==> src/rtl/vector_packer_if.sv <==
// Handshake bundle between the element stream, vector_packer and the vector consumer.
// The packer connects through the master modport, the environment through slave.
interface vector_packer_if #(
    parameter int unsigned DATA_W = 8,
    parameter int unsigned N      = 16
);
    localparam int unsigned LenW = $clog2(N) + 1;

    logic [DATA_W-1:0]   in_data;
    logic                in_valid;
    logic                in_last;
    logic                in_ready;
    logic [N*DATA_W-1:0] out_vector;
    logic [LenW-1:0]     out_len;
    logic                out_valid;
    logic                out_ready;

    modport master (
        input  in_data, in_valid, in_last, out_ready,
        output in_ready, out_vector, out_len, out_valid
    );

    modport slave (
        output in_data, in_valid, in_last, out_ready,
        input  in_ready, out_vector, out_len, out_valid
    );
endinterface

==> src/rtl/vector_packer.sv <==
// Packs a stream of DATA_W-bit elements into N-lane vectors, zero-padding vectors closed
// early by in_last. One vector is assembled while a second is offered downstream.
module vector_packer #(
    parameter int unsigned DATA_W = 8,
    parameter int unsigned N      = 16
) (
    input logic               clk,
    input logic               rst,
    vector_packer_if.master   bus
);
    localparam int unsigned CntW = $clog2(N);
    localparam int unsigned LenW = CntW + 1;

    typedef logic [N-1:0][DATA_W-1:0] vec_t;

    vec_t            asm_q, asm_d, out_vec_q, out_vec_d, asm_wr;
    logic [CntW-1:0] cnt_q, cnt_d;
    logic [LenW-1:0] asm_len_q, asm_len_d, out_len_q, out_len_d, cur_len;
    logic            asm_full_q, asm_full_d;
    logic            out_valid_q, out_valid_d;
    logic            accept, xfer, slot_free, close;

    assign bus.in_ready   = !asm_full_q && !rst;
    assign bus.out_vector = out_vec_q;
    assign bus.out_len    = out_len_q;
    assign bus.out_valid  = out_valid_q;

    assign accept    = bus.in_valid && bus.in_ready;
    assign xfer      = out_valid_q && bus.out_ready;
    assign slot_free = !out_valid_q || bus.out_ready;
    assign close     = accept && (bus.in_last || cnt_q == CntW'(N - 1));
    assign cur_len   = LenW'(cnt_q) + LenW'(1);

    always_comb begin
        asm_wr        = asm_q;
        asm_wr[cnt_q] = bus.in_data;
        asm_d         = asm_q;
        cnt_d         = cnt_q;
        asm_len_d     = asm_len_q;
        asm_full_d    = asm_full_q;
        out_vec_d     = out_vec_q;
        out_len_d     = out_len_q;
        out_valid_d   = out_valid_q;

        if (asm_full_q) begin
            // in_ready is low here, so the only event is the held vector moving out.
            if (xfer) begin
                out_vec_d   = asm_q;
                out_len_d   = asm_len_q;
                out_valid_d = 1'b1;
                asm_d       = '0;
                asm_full_d  = 1'b0;
            end
        end else if (close) begin
            cnt_d = '0;
            if (slot_free) begin
                out_vec_d   = asm_wr;
                out_len_d   = cur_len;
                out_valid_d = 1'b1;
                asm_d       = '0;
            end else begin
                asm_d      = asm_wr;
                asm_len_d  = cur_len;
                asm_full_d = 1'b1;
            end
        end else begin
            if (accept) begin
                asm_d = asm_wr;
                cnt_d = cnt_q + CntW'(1);
            end
            if (xfer) begin
                out_valid_d = 1'b0;
            end
        end
    end

    always_ff @(posedge clk) begin
        if (rst) begin
            asm_q       <= '0;
            cnt_q       <= '0;
            asm_len_q   <= '0;
            asm_full_q  <= 1'b0;
            out_vec_q   <= '0;
            out_len_q   <= '0;
            out_valid_q <= 1'b0;
        end else begin
            asm_q       <= asm_d;
            cnt_q       <= cnt_d;
            asm_len_q   <= asm_len_d;
            asm_full_q  <= asm_full_d;
            out_vec_q   <= out_vec_d;
            out_len_q   <= out_len_d;
            out_valid_q <= out_valid_d;
        end
    end
endmodule

==> src/flat_wrapper.sv <==
// flat-port wrapper written by rule: the top's interface ports become plain ports
module vector_packer_flat 
#(
    parameter int unsigned DATA_W = 8,
    parameter int unsigned N      = 16
)
  (clk, rst, bus_in_data, bus_in_valid, bus_in_last, bus_out_ready, bus_in_ready, bus_out_vector, bus_out_len, bus_out_valid);
  vector_packer_if #(.DATA_W(DATA_W), .N(N)) bus_i ();
  input logic clk;
  input logic rst;
  input wire logic [$bits(bus_i.in_data)-1:0] bus_in_data;
  input wire logic [$bits(bus_i.in_valid)-1:0] bus_in_valid;
  input wire logic [$bits(bus_i.in_last)-1:0] bus_in_last;
  input wire logic [$bits(bus_i.out_ready)-1:0] bus_out_ready;
  output wire logic [$bits(bus_i.in_ready)-1:0] bus_in_ready;
  output wire logic [$bits(bus_i.out_vector)-1:0] bus_out_vector;
  output wire logic [$bits(bus_i.out_len)-1:0] bus_out_len;
  output wire logic [$bits(bus_i.out_valid)-1:0] bus_out_valid;
  assign bus_i.in_data = bus_in_data;
  assign bus_i.in_valid = bus_in_valid;
  assign bus_i.in_last = bus_in_last;
  assign bus_i.out_ready = bus_out_ready;
  assign bus_in_ready = bus_i.in_ready;
  assign bus_out_vector = bus_i.out_vector;
  assign bus_out_len = bus_i.out_len;
  assign bus_out_valid = bus_i.out_valid;
  vector_packer #(.DATA_W(DATA_W), .N(N)) u_core (.clk(clk), .rst(rst), .bus(bus_i));
endmodule
==> config.mk <==
export PLATFORM = sky130hd
export DESIGN_NAME = vector_packer_flat
export DESIGN_NICKNAME = d
export VERILOG_FILES = /design/src/rtl/vector_packer_if.sv /design/src/rtl/vector_packer.sv /design/src/flat_wrapper.sv
export SDC_FILE = /design/constraint.sdc
export NUM_CORES = 1
export LEC_CHECK = 0
export ABC_CLOCK_PERIOD_IN_PS = 3450
export CAP_MARGIN = 15
export CORE_ASPECT_RATIO = 1.1
export CORE_MARGIN = 8
export CORE_UTILIZATION = 55
export CTS_BUF_LIST = sky130_fd_sc_hd__clkbuf_16
export DETAILED_ROUTE_END_ITERATION = 10
export GPL_TIMING_DRIVEN = 0
export PLACE_DENSITY = 0.8
export SKIP_LAST_GASP = 1
export SYNTH_ARGS = -nofsm -noshare
export SYNTH_HDL_FRONTEND = slang
export SYNTH_SLANG_ARGS = --single-unit
export TNS_END_PERCENT = 50
==> constraint.sdc <==
create_clock -name clk -period 3.45 [get_ports clk]
set_input_delay 0.69 -clock clk [delete_from_list [all_inputs] [get_ports clk]]
set_output_delay 0.69 -clock clk [all_outputs]
set_load 0.02 [all_outputs]
==> flow_metrics.tcl, run 1 <==
set metrics [dict create \
    area_delta_synth_final_pct 23.90 \
    clock_sinks 272 \
    die_h_um 162.6 \
    worstMarginPinSlew_ns 0.9011 \
    synth.top_cell.area_share 0.5069 \
    grt_util_all_layers 0.2469 \
    routed_wl_mm 31.04 \
    critPathRequiredTime_ns 2.76 \
    synthAdderAreaFrac 0.004659 \
    hpwl_mm 21.32 \
    crit_fanout 19 \
    layout_common_cells "272 x dfxtp_1, 157 x nor2_1, 146 x clkdlybuf4s50_1, 134 x mux2i_1, 123 x a211oi_1" \
    chipWidth_um 149.3 \
    synth_top_family_by_area "compound AO/OA/AOI/OAI gates" \
    root_buffer "clkbuf_16" \
    leakage_nw 4.663 \
    status "complete, no violations" \
    cts-buffers-inserted 26 \
    place_area_um2 12510 \
    initial_core_util 0.5606 \
    gp_congestion 0.9059 \
    synth_seq_area_share 0.5069 \
    nFillCells 1492 \
    fin_skew_ns 0.009063 \
    antennaDiodeCount 0 \
    path_cells "clkdlybuf4s50_1 > clkbuf_2 > clkbuf_4 > nor2_1 > clkdlybuf4s50_1" \
    drc 0 \
    drt_iter0_markers 777 \
    cp_common_cell "clkdlybuf4s50_1" \
    synth_warnings 0 \
    maxSlewViolCount 0 \
    max_slew_margin 0.3992 \
    synth_edf_count 0 \
    rows 53 \
    grt_overflow 0 \
    hp-class "flop to flop" \
    cts_tree "built" \
    ys_types 42 \
    syn_avg_cell_area_um2 10.27 \
    antenna_found_initial 0 \
    grt_pass1_wl_mm 47.80 \
    tns_ns 0 \
    htreeDepth 1 \
    synth-async-reset-ratio 0 \
    crit_arrival_ns 2.68 \
    drive_above_1_share 0.09069 \
    critPathMaxStageDelay_ns 0.55 \
    final_common_cell "dfxtp_1" \
    synth_area_leader_cell "dfxtp_1" \
    synthMuxAreaShare 0.1249 \
    rsz0062_at_grt "no" \
    grt_pass1_vias 8564 \
    synthTopCellsByArea "dfxtp_1 51%, mux2i_1 12%, a22o_1 9.2%" \
    powerDensity_nw_per_um2 499.7 \
    cp-end-kind "output port" \
    maxCapViolations 0 \
    clockBufferDepth 3 \
    cts.clk_slew.worst_paths_ns 0.06 \
    synth_compound_area_frac 0.2176 \
    synth_top_flop_cell "dfxtp_1" \
    final.setup.worst_slack_ns 0.08443 \
    wl_per_cell_um 20.94 \
    synth_fp_nets 1063 \
    synth_simple_gate_area_share 0.1039 \
    fmax_ghz 0.2971 \
    dr.pass1.iters 5 \
    worstSetupStartpointType "input pin" \
    fin_nets 1236 \
    fin_crit_sh 0.9755 \
    pre_cts_ws_ns -0.8022 \
    grt_max_degree 20 \
    core_area_um2 19160 \
    pin_count 148 \
    synth_cells 1046 \
    cts-hold-fix-buffers 0 \
    dieArea_um2 24270 \
    irDropWorstVdd_mv 0.4037 \
    setup_viol 0 \
    drt.antenna.violating_nets 0 \
    finalInstanceArea_um2 13310 \
    port_buffers 146 \
    critPathSlowestCell "clkdlybuf4s50_1" \
    finalHoldViolations 0 \
    vias 8915 \
    vias_per_cell 6.016 \
    ys_ff_latch 272 \
    hold_ws_ns 0.4673 \
    critPathKind "input pin to output port" \
    finalCriticalPeriod_ns 3.366 \
    synthXorXnorAreaFrac 0.001631 \
    synthesis.area_um2 10740 \
    clock_latency_ns 0.52 \
]
## per-stage QoR
stage,std cells,utilization,power (mW)
after global routing,1482,0.6945,6.844
final,1482,0.6945,6.652
after floorplan,1046,-,3.706
after CTS,1482,0.6945,6.654
after detailed placement,1439,0.6529,4.010
after global placement,1439,0.6529,3.998
## cell usage after synthesis (7+ instances only)
cell type,instances
nor3_1,9
mux2i_1,134
dfxtp_1,272
nand2_1,30
a311oi_1,9
clkbuf_1,50
o2bb2ai_1,7
a22o_1,113
a21bo_2,7
a211oi_1,123
nor2_1,157
nor2_2,8
buf_2,36
a21oi_1,8
## kinds of logic after synthesis
family / after synthesis
AOI/OAI and AO/OA: 289
xor gates and xnor gates: 2
adders and majority gates: 4
buffers and inverters: 99
DFF: 272
muxes: 134
and+or+nand+nor: 246
## flip-flops by register name, indices dropped and copies added, names as in the netlist
name	count
u_core.bus.out_valid	1
u_core.bus.out_vector	128
u_core.asm_len_q	5
u_core.asm_q	128
u_core.bus.out_len	5
u_core.asm_full_q	1
u_core.cnt_q	4
## final cells by class
cell class              instances  area, µm²  share of cell area
plain buffers                  94      421.7             0.03168
clock buffers                  27      675.6             0.05076
clock inverters                17      120.1            0.009024
inverters                       4      15.01            0.001128
multi-input cells             675       4862              0.3653
flip-flops and latches        272       5445              0.4091
well taps                     247      309.0             0.02322
repair buffers                146       1461              0.1098
## where the power goes
group          leakage, nW  total [mW]  internal [mW]  switching [mW]
Combinational         2.05       0.672          0.251           0.421
Sequential            2.21        3.28           3.22          0.0511
Clock                0.403        2.70           1.55            1.16
Total                 4.66        6.65           5.02            1.63
## path summary, 6_finish.rpt
kind,startpoint,end,slack [ns],cells past startpoint
setup / recovery,rst,bus_in_ready,0.08,5
hold / removal,u_core.asm_q[31],u_core.asm_q[31],0.47,1
hold reg to reg,u_core.asm_q[31],u_core.asm_q[31],0.47,1
setup reg to reg,u_core.cnt_q[0],u_core.bus.out_vector[3],0.97,8
## metal layers
metal | routed length (µm) | track usage
met5 | 0 | 0
met4 | 1068 | 0.09600
met3 | 2380 | 0.04280
met2 | 14770 | 0.4140
met1 | 12820 | 0.3105
## critical path, delay by kind of cell
kind                   cells  cell delay, ns
buffers and inverters      4            1.86
AND/OR/NAND/NOR            1            0.10
## what timing repair did
action	in CTS	in global routing
endpoints found under the hold margin	0	0
setup endpoints to repair	1	0
resized for setup	3	0
buffers inserted	0	0
(Power assumes the default switching activity.)
==> run 2: changes to the inputs <==
--- a/config.mk
+++ b/config.mk
@@ -8,11 +8,11 @@
 export ABC_CLOCK_PERIOD_IN_PS = 3450
 export CAP_MARGIN = 15
 export CORE_ASPECT_RATIO = 1.1
-export CORE_MARGIN = 8
 export CORE_UTILIZATION = 55
 export CTS_BUF_LIST = sky130_fd_sc_hd__clkbuf_16
 export DETAILED_ROUTE_END_ITERATION = 10
 export GPL_TIMING_DRIVEN = 0
+export HOLD_SLACK_MARGIN = 0.12
 export PLACE_DENSITY = 0.8
 export SKIP_LAST_GASP = 1
 export SYNTH_ARGS = -nofsm -noshare
==> run 2 against run 1 <==
Wire length shrank 3.3%. Combinational power shrank 0.7%. Cell area grew 0.49%. Worst hold slack gained 0.00084 ns. Clock power grew 6%. Maximum frequency grew 0.88%. Core utilization grew 0.58 points. Setup slack gained 0.029 ns.
==> flow_metrics.tcl, run 2 (synthesis results as in run 1) <==
set metrics [dict create \
    root_buffer "clkbuf_16" \
    reg2reg_slack_ns 0.96 \
    grt_max_degree 20 \
    worstSetupStartpointType "input pin" \
    fin_crit_sh 0.9670 \
    cts_tree "built" \
    critPathMaxStageDelay_ns 0.54 \
    critPathRequiredTime_ns 2.76 \
    irDropWorstVdd_mv 0.4542 \
    htreeDepth 1 \
    powerDensity_nw_per_um2 508.9 \
    hold_ws_ns 0.4682 \
    status "complete, no violations" \
    grt_overflow 0 \
    finalHoldViolations 0 \
    critPathKind "input pin to output port" \
    drt_iter0_markers 673 \
    final.setup.worst_slack_ns 0.1137 \
    layout_common_cells "272 x dfxtp_1, 157 x nor2_1, 146 x clkdlybuf4s50_1, 134 x mux2i_1, 123 x a211oi_1" \
    path_cells "clkdlybuf4s50_1 > clkbuf_2 > clkbuf_4 > nor2_1 > clkdlybuf4s50_1" \
    worstMarginPinSlew_ns 0.9053 \
    routed_wl_mm 30.01 \
    drt.antenna.violating_nets 0 \
    crit_arrival_ns 2.65 \
    place_area_um2 12510 \
    max_slew_margin 0.3965 \
    drive_above_1_share 0.09677 \
    setup_viol 0 \
    initial_core_util 0.5625 \
    cp-end-kind "output port" \
    cp_common_cell "clkdlybuf4s50_1" \
    die_h_um 148.6 \
    finalInstanceArea_um2 13380 \
    critPathSlowestCell "clkdlybuf4s50_1" \
    chipWidth_um 135.3 \
    gp_congestion 0.8981 \
    drc 0 \
    grt_pass1_vias 8466 \
    final_common_cell "dfxtp_1" \
    fmax_ghz 0.2997 \
    fin_cells 1488 \
    finalCriticalPeriod_ns 3.336 \
    area_delta_synth_final_pct 24.50 \
    grt_util_all_layers 0.2966 \
    grt_pass1_wl_mm 46.31 \
    rsz0062_at_grt "no" \
    fin_nets 1237 \
    maxCapViolations 0 \
    cts-hold-fix-buffers 0 \
    dieArea_um2 20100 \
    port_buffers 146 \
    maxSlewViolCount 0 \
    wl_per_cell_um 20.17 \
    clock_latency_ns 0.53 \
    core_area_um2 19100 \
    power_mw 6.806 \
    cts.clk_slew.worst_paths_ns 0.06 \
    cts-buffers-inserted 27 \
    antenna_found_initial 0 \
    dr.pass1.iters 5 \
    rows 53 \
    vias 8894 \
    hpwl_mm 20.55 \
    hp-class "flop to flop" \
    pin_count 148 \
    clock_sinks 272 \
    crit_fanout 19 \
    pre_cts_ws_ns -0.7977 \
    leakage_nw 4.702 \
    place_inst 1439 \
    vias_per_cell 5.977 \
    clockBufferDepth 3 \
    fin_skew_ns 0.01265 \
]
[run 2: cell types whose count changed in the layout (fill, tap and decap cells not counted)]
cell        previous run  this run
clkinvlp_4             0         1
inv_8                  0         1
bufinv_16              2         3
clkinv_2               3         8
diode_2                0         1
clkinv_1               9         5
inv_1                  7         8
[run 2: worst max-delay path: cells and delay by family]
| family | cells | cell delay (ns) |
|---|---|---|
| simple gates | 1 | 0.09 |
| buf+inv | 4 | 1.83 |
[run 2: where the power goes]
group          switching, mW  internal, mW  leakage, nW  total (mW)
registers             0.0516          3.22         2.21        3.28
logic                  0.416         0.251         2.05       0.667
clock network           1.22          1.65        0.442        2.86
[run 2: layer usage]
layer,wire [µm],global-route usage,vias up
met1,12730,0.3978,4274
met4,1083,0.1258,0
met5,0,0,-
met3,1995,0.03885,72
met2,14200,0.4795,381
li1,-,-,4167
[run 2: worst paths after layout]
| kind | startpoint | endpoint | cells after the start |
|---|---|---|---|
| setup / recovery | rst | bus_in_ready | 5 |
| hold / removal | u_core.asm_q[119] | u_core.asm_q[119] | 1 |
| setup reg to reg | u_core.cnt_q[0] | u_core.asm_q[79] | 7 |
| hold reg to reg | u_core.asm_q[119] | u_core.asm_q[119] | 1 |
[run 2: cell type report]
type / instances / area (µm²)
flip-flops and latches: 272 / 5445
multi-input cells: 675 / 4862
diodes: 1 / 2.502
repair buffers: 146 / 1461
fillers: 1506 / 5723
well taps: 247 / 309.0
inverters: 4 / 15.01
clock buffers: 27 / 675.6
clock inverters: 22 / 182.7
plain buffers: 94 / 421.7
[run 2: what timing repair did]
action | 4_1_cts | 5_1_grt
setup endpoints to repair | 1 | 0
buffers inserted | 0 | 0
resized for setup | 3 | 0
[run 2: through the flow]
step             util  setup TNS (ns)
3_5_place_dp   0.6552         -0.7977
6_report       0.7003               0
4_1_cts        0.7002               0
5_1_grt        0.7002               0
2_1_floorplan       -               0
3_3_place_gp   0.6552         -0.8336
